<file path="config.mk">
export PLATFORM = sky130hd
export DESIGN_NAME = decade_seq
export DESIGN_NICKNAME = d
export VERILOG_FILES = /design/src/rtl/decade_seq.sv
export SDC_FILE = /design/constraint.sdc
export NUM_CORES = 1
export LEC_CHECK = 0
export BUFFER_PORTS_ARGS = -buffer_cell sky130_fd_sc_hd__buf_2
export CAP_MARGIN = 20
export CELL_PAD_IN_SITES_DETAIL_PLACEMENT = 0
export CELL_PAD_IN_SITES_GLOBAL_PLACEMENT = 1
export CORE_MARGIN = 8
export CORE_UTILIZATION = 43
export DETAILED_ROUTE_END_ITERATION = 6
export MAX_ROUTING_LAYER = met4
export PLACE_DENSITY_LB_ADDON = 0.15
export SKIP_CTS_REPAIR_TIMING = 1
export SLEW_MARGIN = 0
export SYNTH_ARGS = -nofsm -noshare
export SYNTH_HDL_FRONTEND = slang
export SYNTH_SLANG_ARGS = --single-unit
</file>
<file path="constraint.sdc">
create_clock -name i_clk -period 2.1 [get_ports i_clk]
set_clock_uncertainty 0.15 [all_clocks]
set_input_delay 0.42 -clock i_clk [delete_from_list [all_inputs] [get_ports i_clk]]
set_output_delay 0.42 -clock i_clk [all_outputs]
set_load 0.01 [all_outputs]
</file>
<file path="src/rtl/decade_seq.sv">
// Operation sequencer for an external decade timing counter: clears it, paces its
// advance strobes, watches for channel-end/device-end positions and presents status bytes.
module decade_seq #(
    parameter int unsigned ADV_DIV = 2,
    parameter logic [4:0]  CE_POS  = 5'd10,
    parameter logic [4:0]  DE_POS  = 5'd12,
    parameter int unsigned TIMEOUT = 64
) (
    input  logic       i_clk,
    input  logic       i_rst_n,
    input  logic       i_start,
    input  logic       i_abort,
    input  logic [4:0] i_dec_count,
    output logic       o_dec_clear,
    output logic       o_dec_advance,
    output logic       o_busy,
    output logic       o_reject,
    output logic [7:0] o_status,
    output logic       o_status_valid,
    input  logic       i_status_ack
);

    localparam int unsigned     TO_W     = $clog2(TIMEOUT + 1);
    localparam logic [3:0]      DIV_LAST = 4'(ADV_DIV - 1);
    localparam logic [TO_W-1:0] TO_LAST  = TO_W'(TIMEOUT - 1);

    localparam logic [7:0] STS_CE    = 8'h08;
    localparam logic [7:0] STS_DE    = 8'h04;
    localparam logic [7:0] STS_CEDE  = 8'h0C;
    localparam logic [7:0] STS_ABORT = 8'h0E;
    localparam logic [7:0] STS_TMO   = 8'h0D;

    typedef enum logic [2:0] {
        S_IDLE     = 3'd0,
        S_CLEAR    = 3'd1,
        S_RUN      = 3'd2,
        S_STAT_CE  = 3'd3,
        S_STAT_END = 3'd4
    } state_t;

    state_t          state_r, state_nx_s;
    logic [7:0]      status_r, status_nx_s;
    logic            valid_r, valid_nx_s;
    logic            clear_r, clear_nx_s;
    logic            adv_r, adv_nx_s;
    logic            reject_r, reject_nx_s;
    logic            busy_r, busy_nx_s;
    logic            ce_done_r, ce_done_nx_s;
    logic [3:0]      div_r, div_nx_s;
    logic [TO_W-1:0] to_r, to_nx_s;
    logic            ce_hit_s, de_hit_s;

    assign ce_hit_s = !ce_done_r && (i_dec_count == CE_POS);
    assign de_hit_s = ce_done_r && (i_dec_count == DE_POS);

    // Next-state, next-output and divider/timeout bookkeeping.
    always_comb begin
        state_nx_s   = state_r;
        status_nx_s  = status_r;
        valid_nx_s   = valid_r;
        clear_nx_s   = 1'b0;
        adv_nx_s     = 1'b0;
        ce_done_nx_s = ce_done_r;
        div_nx_s     = div_r;
        to_nx_s      = to_r;

        if ((state_r != S_IDLE) && i_start) begin
            reject_nx_s = 1'b1;
        end else begin
            reject_nx_s = 1'b0;
        end

        case (state_r)
            S_IDLE: begin
                if (i_start) begin
                    state_nx_s   = S_CLEAR;
                    clear_nx_s   = 1'b1;
                    ce_done_nx_s = 1'b0;
                end else begin
                    state_nx_s = S_IDLE;
                end
            end
            S_CLEAR: begin
                if (i_abort) begin
                    state_nx_s  = S_STAT_END;
                    status_nx_s = STS_ABORT;
                    valid_nx_s  = 1'b1;
                end else begin
                    state_nx_s = S_RUN;
                    div_nx_s   = 4'd0;
                    to_nx_s    = '0;
                end
            end
            S_RUN: begin
                // The cycle that leaves RUN neither ticks the divider nor pulses advance.
                if (i_abort) begin
                    state_nx_s  = S_STAT_END;
                    status_nx_s = STS_ABORT;
                    valid_nx_s  = 1'b1;
                end else if (ce_hit_s) begin
                    ce_done_nx_s = 1'b1;
                    valid_nx_s   = 1'b1;
                    to_nx_s      = '0;
                    if (CE_POS == DE_POS) begin
                        state_nx_s  = S_STAT_END;
                        status_nx_s = STS_CEDE;
                    end else begin
                        state_nx_s  = S_STAT_CE;
                        status_nx_s = STS_CE;
                    end
                end else if (de_hit_s) begin
                    state_nx_s  = S_STAT_END;
                    status_nx_s = STS_DE;
                    valid_nx_s  = 1'b1;
                    to_nx_s     = '0;
                end else if (to_r == TO_LAST) begin
                    state_nx_s  = S_STAT_END;
                    status_nx_s = STS_TMO;
                    valid_nx_s  = 1'b1;
                end else begin
                    to_nx_s = to_r + 1'b1;
                    if (div_r == DIV_LAST) begin
                        adv_nx_s = 1'b1;
                        div_nx_s = 4'd0;
                    end else begin
                        div_nx_s = div_r + 4'd1;
                    end
                end
            end
            S_STAT_CE: begin
                if (i_abort) begin
                    state_nx_s  = S_STAT_END;
                    status_nx_s = STS_ABORT;
                end else if (i_status_ack) begin
                    state_nx_s  = S_RUN;
                    status_nx_s = 8'h00;
                    valid_nx_s  = 1'b0;
                    to_nx_s     = '0;
                end else begin
                    state_nx_s = S_STAT_CE;
                end
            end
            S_STAT_END: begin
                if (i_status_ack) begin
                    state_nx_s  = S_IDLE;
                    status_nx_s = 8'h00;
                    valid_nx_s  = 1'b0;
                end else begin
                    state_nx_s = S_STAT_END;
                end
            end
            default: begin
                state_nx_s  = S_IDLE;
                status_nx_s = 8'h00;
                valid_nx_s  = 1'b0;
            end
        endcase

        busy_nx_s = (state_nx_s != S_IDLE);
    end

    // State and registered outputs.
    always_ff @(posedge i_clk or negedge i_rst_n) begin
        if (!i_rst_n) begin
            state_r   <= S_IDLE;
            status_r  <= 8'h00;
            valid_r   <= 1'b0;
            clear_r   <= 1'b0;
            adv_r     <= 1'b0;
            reject_r  <= 1'b0;
            busy_r    <= 1'b0;
            ce_done_r <= 1'b0;
            div_r     <= 4'd0;
            to_r      <= '0;
        end else begin
            state_r   <= state_nx_s;
            status_r  <= status_nx_s;
            valid_r   <= valid_nx_s;
            clear_r   <= clear_nx_s;
            adv_r     <= adv_nx_s;
            reject_r  <= reject_nx_s;
            busy_r    <= busy_nx_s;
            ce_done_r <= ce_done_nx_s;
            div_r     <= div_nx_s;
            to_r      <= to_nx_s;
        end
    end

    assign o_dec_clear    = clear_r;
    assign o_dec_advance  = adv_r;
    assign o_busy         = busy_r;
    assign o_reject       = reject_r;
    assign o_status       = status_r;
    assign o_status_valid = valid_r;

endmodule

</file>
==> results of run 1 <==
-- through the flow --
| stage | hold WS [ns] | total power (W) |
|---|---|---|
| floorplan | -0.02559 | 0.001294 |
| global placement | 0.3111 | 0.001532 |
| detailed placement | 0.3131 | 0.001542 |
| CTS | -0.05854 | 0.001900 |
| global route | 0.1703 | 0.002021 |
| finish | 0.1709 | 0.001880 |
-- path summary, 6_finish.rpt --
check	start	to	slack [ns]	depth (start not counted)
worst max register to register	to_r[0]	o_busy	0.12	6
max in group asynchronous	i_rst_n	state_r[1]	0.90	2
worst max-delay path	to_r[0]	o_busy	0.12	6
min in group asynchronous	i_rst_n	to_r[3]	0.45	2
worst min-delay path	i_status_ack	state_r[2]	0.17	2
worst min register to register	o_status[2]	o_status[2]	0.34	2
-- state kept, by name, indices dropped and copies added (netlist names) --
signal          count
ce_done_r           1
div_r               4
o_busy              1
o_dec_advance       1
o_dec_clear         1
o_reject            1
o_status            8
o_status_valid      1
state_r             3
to_r                7
-- cells in the final DEF, fill, tap and decap left out, drive strengths merged, types with 3 or more instances in the layout --
cell type,netlist,layout
and2,5,5
nand3,5,5
and3,3,3
nor3b,3,3
nand2,13,13
a21o,3,3
dfrtp,28,28
clkbuf,0,3
inv,7,7
buf,3,29
a21oi,6,6
nor2,8,8
o21a,4,4
o21ai,11,11
nand3b,3,3
o31ai,5,5
nor3,5,5
a31oi,4,4
ha,3,3
-- cell families after synthesis --
kind of cell / count (synthesis) / share of synthesized area (%)
AO/OA/AOI/OAI: 42 / 21.71
adder cells (fa/ha/maj): 3 / 2.545
buffers and inverters: 10 / 2.799
flip-flops: 28 / 47.50
multiplexers: 2 / 1.357
AND/OR/NAND/NOR: 56 / 24.09
-- power breakdown --
group | switching (W) | internal [W]
clock network | 0.000164 | 0.000193
logic | 0.000413 | 0.000333
registers | 0.000115 | 0.000662
-- metal layers --
layer	part of all wire [%]	global-route usage (%)	vias to the layer above
met2	46	19.46	25
met1	49	16.28	587
met5	0	-	-
li1	-	-	578
met3	3.2	2.561	4
met4	1.6	4.130	0
-- critical path, stage by stage, from the launching register on --
cell and delay (ns):
dfrtp_1 0.43, ha_1 0.25, nand3_2 0.14, a2bb2o_4 0.24, a31oi_2 0.21, o21ai_2 0.08, or3b_1 0.37
-- area by class of cell --
type	instances	share of cell area (%)
clock buffer	3	1.291
sequential	28	40.24
inverter	7	1.506
clock inverter	1	1.722
tap	46	3.300
multi-input combinational	103	42.04
timing repair buffer	30	9.900
==> results.sh, run 1 <==
export IMPL_cts_inserted_buffers=3
export IMPL_synth_top_cell_by_area="dfrtp_1"
export IMPL_clk_pin_slew_worst_paths_ns=0.16
export IMPL_fillers=335
export IMPL_drc=0
export IMPL_die_area_um2=5561
export IMPL_rows=21
export IMPL_grt_ovfl_total=0
export IMPL_coreArea_um2=3311
export IMPL_report_final_hold_viol_count=0
export IMPL_synthArstFlopShare_pct=100.0
export IMPL_wire_per_inst_um=14.58
export IMPL_max_freq_ghz=0.5048
export IMPL_nNetsFinal=186
export IMPL_die_w_um=74.57
export IMPL_period_minus_slack_ns=1.981
export IMPL_clk_latency_ns=0.33
export IMPL_ios=23
export IMPL_final_setup_viol_count=0
export IMPL_numPortBuffers=22
export IMPL_end_kind="flop"
export IMPL_setup_ws_ns=0.1191
export IMPL_synth_cells=141
export IMPL_synth_warnings=0
export IMPL_power_density_nw_per_um2=1078
export IMPL_syn_num_nets=154
export IMPL_die_h_um=74.57
export IMPL_drt_pass1_iterations=4
export IMPL_period_share_pct=94.33
export IMPL_track_usage_pct=12.70
export IMPL_ir_drop_uv=555.3
export IMPL_vias_per_cell=5.477
export IMPL_yosysMostFrequentCell="dfrtp_1"
export IMPL_cts_tree="yes"
export IMPL_maxCapViolCount=0
export IMPL_htree_levels=1
export IMPL_drive_gt1_share_pct=26.74
export IMPL_crit_required_ns=2.17
export IMPL_fin_area_um2=1744
export IMPL_netlist_area_um2=1475
export IMPL_hp_class="in2reg"
export IMPL_grt_pass1_wl_mm=5.444
export IMPL_syn2layout_area_growth_pct=18.24
export IMPL_ys_seq_area_share_pct=47.50
export IMPL_crit_fanout=5
export IMPL_via_count=1194
export IMPL_slew_headroom_pct=59.60
export IMPL_clkSinkCount=28
export IMPL_cts_max_path_buffers=2
export IMPL_fin_util_pct=52.68
export IMPL_ys_top_cells_by_area="dfrtp_1 47%, nand2_1 3.3%, o21ai_1 3.1%"
export IMPL_critPathKind="reg2reg"
export IMPL_place_area_um2=1680
export IMPL_worst_slew_pin_slew_ns=0.6061
export IMPL_status="completed"
export IMPL_antenna_found_initial=0
export IMPL_place_congestion=0.7611
export IMPL_rsz0062_at_grt="no"
export IMPL_avgSynthCellArea_um2=10.46
export IMPL_fin_setup_tns_ns=0
export IMPL_synth_top_cell_area_share_pct=47.50
export IMPL_hpwlAfterDp_mm=2.508
export IMPL_finalWirelength_mm=3.179
export IMPL_synthTopCellsByCount="28 x dfrtp_1, 13 x nand2_1, 9 x o21ai_1, 8 x nor2_1, 7 x inv_1"
export IMPL_grt_pass1_vias=1188
export IMPL_first_iter_violations=59
export IMPL_synth_main_ff_cell="dfrtp_1"
export IMPL_seq_area_um2=701.9
export IMPL_grt_max_degree=29
export IMPL_clockRootBuffer="clkbuf_4"
export IMPL_stdcell_count=218
export IMPL_p_leak_nw=0.8426
export IMPL_start_util_pct=44.56
export IMPL_numPlacedInstances=213
export IMPL_worstPathArrival_ns=2.05
export IMPL_multi_input_area_um2=733.2
export IMPL_num_antenna_cells=0
export IMPL_slew_violations=0
export IMPL_drtAntennaViolNets=0
export IMPL_synth_edf_count=0
export IMPL_netlist_cell_type_count=44
export IMPL_start_kind="flop"
export IMPL_synth_seq_cells=28
export IMPL_pre_cts_ws_ns=0.08817
(Power assumes the default switching activity.)
==> inputs of run 2 (changes only) <==
- RECOVER_POWER: unset -> 50
==> results.sh, run 2 (synthesis results as in run 1) <==
export IMPL_clk_latency_ns=0.33
export IMPL_seq_area_um2=701.9
export IMPL_via_count=1193
export IMPL_end_kind="flop"
export IMPL_period_share_pct=94.33
export IMPL_die_w_um=74.57
export IMPL_htree_levels=1
export IMPL_path_delay_family="compound AO/OA/AOI/OAI gates"
export IMPL_p_switching_w=0.0006942
export IMPL_path_buf_inv=0
export IMPL_seq_power_share_pct=41.7
export IMPL_stdcell_count=218
export IMPL_clk_pin_slew_worst_paths_ns=0.16
export IMPL_crit_required_ns=2.17
export IMPL_layout_common_cells="27 x dfrtp_1, 17 x buf_2, 13 x nand2_1"
export IMPL_pre_cts_ws_ns=0.08817
export IMPL_die_h_um=74.57
export IMPL_ir_drop_uv=540.6
export IMPL_hpwlAfterDp_mm=2.508
export IMPL_antenna_found_initial=0
export IMPL_max_freq_ghz=0.5048
export IMPL_status="completed"
export IMPL_grt_pass1_wl_mm=5.444
export IMPL_cts_inserted_buffers=3
export IMPL_vias_per_cell=5.472
export IMPL_slew_headroom_pct=55.02
export IMPL_track_usage_pct=12.70
export IMPL_cpPeakStageDelay_ns=0.43
export IMPL_p_leak_nw=0.8246
export IMPL_path_cells="ha_1 > nand3_2 > a2bb2o_4 > a31oi_2 > o21ai_2 > or3b_1"
export IMPL_fin_setup_tns_ns=0
export IMPL_fin_util_pct=52.42
export IMPL_setup_ws_ns=0.1190
export IMPL_coreArea_um2=3311
export IMPL_numPortBuffers=22
export IMPL_largest_register_ffs=8
export IMPL_rsz0062_at_grt="no"
export IMPL_clkSinkCount=28
export IMPL_p_comb_share_pct=39.2
export IMPL_slew_violations=0
export IMPL_grt_max_degree=29
export IMPL_start_kind="flop"
export IMPL_syn2layout_area_growth_pct=17.64
export IMPL_p_sw_share_pct=37.17
export IMPL_numPlacedInstances=213
export IMPL_cts_tree="yes"
export IMPL_drt_pass1_iterations=4
export IMPL_report_final_hold_viol_count=0
export IMPL_finalWirelength_mm=3.180
export IMPL_first_iter_violations=61
export IMPL_drc=0
export IMPL_worst_slew_pin_slew_ns=0.6747
export IMPL_p_int_w=0.001173
export IMPL_nNetsFinal=186
export IMPL_final_common_cell="dfrtp_1"
export IMPL_period_minus_slack_ns=1.981
export IMPL_final_setup_viol_count=0
export IMPL_num_antenna_cells=0
export IMPL_wire_per_inst_um=14.59
export IMPL_crit_fanout=5
export IMPL_fillers=338
export IMPL_drive_gt1_share_pct=23.84
export IMPL_multi_input_area_um2=733.2
export IMPL_drtAntennaViolNets=0
export IMPL_die_area_um2=5561
export IMPL_clockRootBuffer="clkbuf_4"
export IMPL_cpMaxStageDelayCell="dfrtp_1"
export IMPL_rows=21
export IMPL_clkPwrFrac_pct=19.1
export IMPL_place_congestion=0.7611
export IMPL_cts_max_path_buffers=2
export IMPL_grt_pass1_vias=1188
export IMPL_power_density_nw_per_um2=1076
export IMPL_critPathKind="reg2reg"
export IMPL_worstPathArrival_ns=2.05
export IMPL_hp_class="in2reg"
export IMPL_start_util_pct=44.56
export IMPL_maxCapViolCount=0
export IMPL_grt_ovfl_total=0
export IMPL_ios=23
run 2: worst paths after layout:
kind | startpoint | endpoint | slack (ns) | cells past startpoint
worst max-delay path | to_r[0] | o_busy | 0.12 | 6
worst min-delay path | i_status_ack | state_r[2] | 0.17 | 2
worst max register to register | to_r[0] | o_busy | 0.12 | 6
worst min register to register | o_status[2] | o_status[2] | 0.34 | 2
max in group asynchronous | i_rst_n | state_r[1] | 0.83 | 2
min in group asynchronous | i_rst_n | to_r[3] | 0.48 | 2
run 2: metrics by stage:
stage / hold slack [ns] / cell area [um^2] / power, W
4_1_cts: -0.05854 / 1733 / 0.001900
5_1_grt: 0.1703 / 1735 / 0.002007
6_report: 0.1730 / 1735 / 0.001867
3_5_place_dp: 0.3131 / 1680 / 0.001542
3_3_place_gp: 0.3111 / 1680 / 0.001532
2_1_floorplan: -0.02559 / 1475 / 0.001294
run 2: metal layers:
metal	routed length (um)	part of all wire (%)	track usage, %	vias up
met5	0	0	-	-
met4	51	1.6	4.130	0
met3	90	2.8	2.561	4
met2	1455	46	19.46	20
met1	1583	50	16.28	591
li1	-	-	-	578
run 2: final cells by class:
type	count	share of cell area (%)
clock inverter	1	1.730
multi-input combinational	103	42.25
sequential	28	40.45
timing repair buffer	30	9.445
clock buffer	3	1.298
tap	46	3.317
inverter	7	1.514
run 2: worst reg2reg max path: stages (launching register included):
cell	delay, ns
dfrtp_1	0.43
ha_1	0.25
nand3_2	0.14
a2bb2o_4	0.24
a31oi_2	0.21
o21ai_2	0.08
or3b_1	0.37
run 2: power groups by stage:
stage                     Clock, W  Combinational [W]  Sequential, W
after floorplan                  0           0.000525       0.000769
after global placement           0           0.000747       0.000785
after detailed placement         0           0.000757       0.000785
after CTS                 0.000367           0.000758       0.000775
after global routing      0.000381           0.000826       0.000800
final                     0.000357           0.000732       0.000779
